## src/rtl/pos_limit_tracker.sv

```systemverilog
// Position integrator for the up/down motor FSM: prescales motor-on cycles into
// position steps, saturates at the travel limits and drives Up_Max/Dn_Max/fault.
// Build option: define LIMIT_HYST_EN to add release hysteresis (HYST steps) on the limit flags.
//
// state   | meaning
// IDLE    | no motor command
// MOV_UP  | UP_M alone, prescaler counting toward a +1 step
// MOV_DN  | DN_M alone, prescaler counting toward a -1 step
// FAULT   | both commands seen; left only after a cycle with both low
module pos_limit_tracker #(
    parameter int POS_W     = 8,
    parameter int MIN_POS   = 0,
    parameter int MAX_POS   = 200,
    parameter int RESET_POS = 0,
    parameter int STEP_DIV  = 4,
    parameter int HYST      = 2
) (
    input  logic             clk,
    input  logic             rst,
    input  logic             UP_M,
    input  logic             DN_M,
    input  logic             load,
    input  logic [POS_W-1:0] load_val,
    output logic [POS_W-1:0] pos,
    output logic             Up_Max,
    output logic             Dn_Max,
    output logic             fault
);

    localparam logic [1:0] S_IDLE  = 2'd0;
    localparam logic [1:0] S_UP    = 2'd1;
    localparam logic [1:0] S_DN    = 2'd2;
    localparam logic [1:0] S_FAULT = 2'd3;

    localparam int DIV_W = (STEP_DIV > 1) ? $clog2(STEP_DIV) : 1;
    localparam logic [DIV_W-1:0] DIV_LAST = DIV_W'(STEP_DIV - 1);

    localparam logic [POS_W-1:0] MIN_P   = POS_W'(MIN_POS);
    localparam logic [POS_W-1:0] MAX_P   = POS_W'(MAX_POS);
    localparam logic [POS_W-1:0] RESET_P = POS_W'(RESET_POS);

`ifdef LIMIT_HYST_EN
    localparam bit HYST_ON = 1'b1;
`else
    localparam bit HYST_ON = 1'b0;
`endif
    // With zero hysteresis the hold window is empty and the flags reduce to plain compares.
    localparam int HYST_EFF = HYST_ON ? HYST : 0;
    localparam int UP_REL   = MAX_POS - HYST_EFF;
    localparam int DN_REL   = MIN_POS + HYST_EFF;

    logic [1:0]       state;
    logic [1:0]       state_next;
    logic [DIV_W-1:0] div_cnt;
    logic [DIV_W-1:0] div_next;
    logic [DIV_W-1:0] div_base;
    logic [POS_W-1:0] pos_next;
    logic             up_next;
    logic             dn_next;
    int               lv_i;
    int               pos_next_i;

    always_comb begin
        state_next = S_IDLE;
        if (state == S_FAULT) begin
            state_next = (UP_M || DN_M) ? S_FAULT : S_IDLE;
        end else begin
            case ({UP_M, DN_M})
                2'b10:   state_next = S_UP;
                2'b01:   state_next = S_DN;
                2'b11:   state_next = S_FAULT;
                default: state_next = S_IDLE;
            endcase
        end
    end

    always_comb begin
        pos_next = pos;
        div_next = '0;
        div_base = '0;
        lv_i     = int'(load_val);
        if (load) begin
            if (lv_i > MAX_POS)
                pos_next = MAX_P;
            else if (lv_i < MIN_POS)
                pos_next = MIN_P;
            else
                pos_next = load_val;
        end else if (state_next == S_UP && pos != MAX_P) begin
            // A reversal restarts the count so the new direction sees the full latency.
            div_base = (state == S_UP) ? div_cnt : '0;
            if (div_base == DIV_LAST)
                pos_next = pos + POS_W'(1);
            else
                div_next = div_base + DIV_W'(1);
        end else if (state_next == S_DN && pos != MIN_P) begin
            div_base = (state == S_DN) ? div_cnt : '0;
            if (div_base == DIV_LAST)
                pos_next = pos - POS_W'(1);
            else
                div_next = div_base + DIV_W'(1);
        end
    end

    always_comb begin
        pos_next_i = int'(pos_next);
        up_next    = Up_Max;
        dn_next    = Dn_Max;
        if (pos_next_i == MAX_POS)
            up_next = 1'b1;
        else if (pos_next_i <= UP_REL)
            up_next = 1'b0;
        if (pos_next_i == MIN_POS)
            dn_next = 1'b1;
        else if (pos_next_i >= DN_REL)
            dn_next = 1'b0;
    end

    always_ff @(posedge clk or posedge rst) begin
        if (rst) begin
            state   <= S_IDLE;
            div_cnt <= '0;
            pos     <= RESET_P;
            Up_Max  <= (RESET_POS == MAX_POS);
            Dn_Max  <= (RESET_POS == MIN_POS);
            fault   <= 1'b0;
        end else begin
            state   <= state_next;
            div_cnt <= div_next;
            pos     <= pos_next;
            Up_Max  <= up_next;
            Dn_Max  <= dn_next;
            fault   <= (state_next == S_FAULT);
        end
    end

endmodule

```

## config.mk

```make
export PLATFORM = sky130hd
export DESIGN_NAME = pos_limit_tracker
export DESIGN_NICKNAME = d
export VERILOG_FILES = /design/src/rtl/pos_limit_tracker.sv
export SDC_FILE = /design/constraint.sdc
export NUM_CORES = 1
export LEC_CHECK = 0
export CORE_UTILIZATION = 45
export DETAILED_ROUTE_END_ITERATION = 8
export PLACE_DENSITY = 0.83
export SYNTH_ARGS = -nofsm -noshare
export SYNTH_HDL_FRONTEND = slang
export SYNTH_SLANG_ARGS = --single-unit
export TNS_END_PERCENT = 30
```

## constraint.sdc

```tcl
create_clock -name clk -period 2.9 [get_ports clk]
set_clock_uncertainty 0.05 [all_clocks]
set_input_delay 0.435 -clock clk [delete_from_list [all_inputs] [get_ports clk]]
set_output_delay 0.435 -clock clk [all_outputs]
set_load 0.05 [all_outputs]
```

==> reports/metrics.yaml, run 1 <==
outcome:
  outcome: "finished, final reports clean"
layout:
  fin_cells: 202
  drive_above_1_share_pct: 31.0
  nets: 192
  synthToLayoutAreaGrowth_pct: 48.4
  fin_area_um2: 1650
  antenna_cells: 0
global_routing:
  grtUsageTotal_pct: 31.7
  grt_max_degree: 16
  antenna_found_initial: 0
  grt_overflow_total: 0
  grt_pass1_wl_um: 6040
  grt_pass1_vias: 1249
sta:
  fin_ws_ns: 0.0255
  hold_viol: 0
  max_freq_ghz: 0.348
  finalCritPeriodShare_pct: 99.1
  slew_headroom_pct: 62.0
  fin_crit_ns: 2.87
  max_slew.worst_pin.slew_ns: 0.570
  finalSetupViolations: 0
  slew_viol_final: 0
  timing.hold.ws_ns: 0.440
routing:
  wl_met2_um: 1950
  drc: 0
  highest_layer: "met4"
  dr.pass1.iters: 4
  vias_per_cell: 6.31
  vias: 1274
  wl_met3_um: 319
  drt-met1-wl_um: 1440
  wl_um: 3940
  avgRoutedWirePerCell_um: 19.5
  drtIter0Drc: 78
  postRouteAntennaNets: 0
clock_network:
  numCtsBuffers: 3
  cts_tree: "yes"
  cts_root_buffer: "clkbuf_4"
  cts_hold_buf: 0
  clk_pin_slew_worst_paths_ns: 0.09
  insertion_delay_ns: 0.29
  clock_path_buffers: 2
  cts_htree_levels: 1
  clock-sinks: 15
synthesis:
  synth_top_flop_cell: "dfrtp_1"
  syn_avg_cell_area_um2: 8.95
  synth_edf_count: 0
  synth_fa_ha_area_share_pct: 4.51
  synthMuxAreaShare_pct: 2.71
  synth_fp_nets: 141
  synth-async-reset-ratio_pct: 100
  synth.yosys.seq_area_share_pct: 33.9
  synth-xor-area-share_pct: 2.37
  synth_simple_gate_area_share_pct: 33.5
  synth_seq_cells: 15
  syn_inst: 124
  synth_compound_gate_area_share_pct: 17.8
  synth_top_family_by_area: "simple AND/OR/NAND/NOR gates"
  synth_area_um2: 1110
  yosys_warnings: 0
  synth.distinct_cells: 47
worst_setup_path:
  rr_worst_depth: 9
  crit_path_max_fanout: 7
  cpLargestDelayFamily: "simple AND/OR/NAND/NOR gates"
  crit_type: "flop to flop"
  slowest_stage: "or4b_4"
  cp_num_buf_inv: 1
  required_ns: 3.04
  critPathLaunchType: "flop"
  worstPathArrival_ns: 3.02
  endpoint_kind: "flop"
  path_cells: "inv_4, ha_4, nor4b_4, a211oi_4, a41oi_2, mux2i_1, o21ai_1, or4b_4, a2111oi_4"
  slowest_delay_ns: 0.59
  crit_cells: 9
floorplan:
  ios: 24
  initial_core_util_pct: 48.8
  row_count: 17
  core_area_um2: 2280
  die_x_um: 51.7
  dieHeight_um: 51.7
  dieArea_um2: 2670
power_and_ir_drop:
  p_leak_uw: 0.000744
  power_uw: 692
  powerDensity_nw_per_um2: 420
  ir_drop_mv: 0.331
run:
  cap_violations: 0
place:
  place_hpwl_um: 2540
  place_area_um2: 1470
  gp_congestion: 1.04
  dpl.cell_count: 186
  pre_cts_slack_ns: -0.284
  io_buffer_count: 23
hold_path:
  hold_class: "primary input to async pin"
cells in the final DEF (no fill, tap or decap), types with 2 or more instances in the layout:
cell             netlist  final
a211oi_1               2      2
a21o_1                 2      2
nor4_1                 2      2
clkbuf_4               0      3
nand2_1               13     13
dfrtp_2                0      3
nor3_1                 2      2
and3_1                 4      4
nor2_1                11     11
dfrtp_1               14     11
a21oi_1                3      3
ha_1                   4      3
o21ai_0                3      2
nand4_1                2      2
inv_1                  9      7
and3b_1                3      3
buf_4                  0     27
mux2i_1                3      2
a22oi_1                3      2
clkdlybuf4s50_1        0     23
nand2b_1               2      2
and2_1                 2      2
nand3_1                7      7
nor2b_1                2      2
xnor2_1                2      2
state kept, by name, indices dropped and copies added, names as in the netlist:
name     count
state        2
div_cnt      2
Up_Max       1
pos          8
fault        1
Dn_Max       1
Yosys cell counts (2+ instances only):
| cell type | n | area (um2) |
|---|---|---|
| nand4_1 | 2 | 12.5 |
| nor4_1 | 2 | 12.5 |
| clkbuf_1 | 2 | 7.51 |
| a21o_1 | 2 | 15.0 |
| inv_1 | 9 | 33.8 |
| and3_1 | 4 | 25.0 |
| nor3_1 | 2 | 10.0 |
| nor3b_1 | 2 | 15.0 |
| nor2b_1 | 2 | 12.5 |
| a22oi_1 | 3 | 22.5 |
| and3b_1 | 3 | 26.3 |
| o31ai_1 | 2 | 15.0 |
| and2_1 | 2 | 12.5 |
| nand2_1 | 13 | 48.8 |
| mux2i_1 | 3 | 30.0 |
| nor2_1 | 11 | 41.3 |
| o21ai_0 | 3 | 15.0 |
| dfrtp_1 | 14 | 350 |
| a21oi_1 | 3 | 15.0 |
| nand3_1 | 7 | 35.0 |
| a211oi_1 | 2 | 15.0 |
| ha_1 | 4 | 50.1 |
| nand2b_1 | 2 | 12.5 |
| xnor2_1 | 2 | 17.5 |
logic make-up (layout without fill, tap and decap cells):
family | count (synthesis) | count (layout)
DFF | 15 | 15
buffers and inverters | 13 | 63
and+or+nand+nor | 62 | 62
xor gates and xnor gates | 3 | 3
AOI/OAI and AO/OA | 24 | 24
muxes | 3 | 3
adders and majority gates | 4 | 4
metrics by stage:
| step | utilization [%] | setup TNS, ns |
|---|---|---|
| final | 72.3 | 0 |
| after floorplan | - | 0 |
| after CTS | 70.4 | 0 |
| after global placement | 64.6 | -0.141 |
| after global routing | 72.3 | -0.0878 |
| after detailed placement | 64.6 | -0.416 |
report_power, final:
| part | total (uW) | internal (uW) | switching (uW) | leakage [uW] |
|---|---|---|---|---|
| sequential | 247 | 229 | 18.4 | 0.000180 |
| clock | 122 | 51.4 | 70.4 | 0.0000177 |
| combinational | 323 | 135 | 188 | 0.000547 |
| total | 692 | 415 | 277 | 0.000744 |
routing by layer:
layer  global-route usage (%)  up-vias
met5                        0        -
met4                     18.5        0
met3                     5.56       26
met2                     56.1       94
met1                     35.4      596
li1                         -      558
final timing paths:
check,from,end,slack (ns)
worst max register to register,pos[0],Up_Max,0.03
max in group asynchronous,rst,pos[1],1.95
worst max-delay path,pos[0],Up_Max,0.03
min in group clk,Up_Max,Up_Max,0.55
worst min register to register,Up_Max,Up_Max,0.55
worst min-delay path,rst,pos[3],0.44
area by class of cell:
class	instances	area, um2
Fill cell	148	629
Multi-Input combinational cell	96	734
Clock inverter	1	5.00
Sequential cell	15	380
Tap cell	28	35.0
Timing Repair Buffer	50	433
Inverter	9	36.3
Clock buffer	3	22.5
what timing repair did:
| action | 4_1_cts | 5_1_grt |
|---|---|---|
| buffers inserted | 9 | 4 |
| pin swaps | 9 | 5 |
| setup endpoints to repair | 1 | 2 |
| gates resized for setup | 7 | 4 |
Note: power is estimated with default switching activity, not from simulation.
==> run 2: changes to the inputs <==
--- a/config.mk
+++ b/config.mk
@@ -6,6 +6,7 @@
 export NUM_CORES = 1
 export LEC_CHECK = 0
 export CORE_UTILIZATION = 45
+export CTS_CLUSTER_SIZE = 24
 export DETAILED_ROUTE_END_ITERATION = 8
 export PLACE_DENSITY = 0.83
 export SYNTH_ARGS = -nofsm -noshare
==> results of run 2 <==
The final DEF is identical to that of run 1; final timing and power are the same.
==> run 3: changes to the inputs <==
--- a/config.mk
+++ b/config.mk
@@ -5,6 +5,7 @@
 export SDC_FILE = /design/constraint.sdc
 export NUM_CORES = 1
 export LEC_CHECK = 0
+export CORE_MARGIN = 1
 export CORE_UTILIZATION = 45
 export CTS_CLUSTER_SIZE = 24
 export DETAILED_ROUTE_END_ITERATION = 8
==> results of run 3 <==
The final DEF is identical to that of run 1; final timing and power are the same.
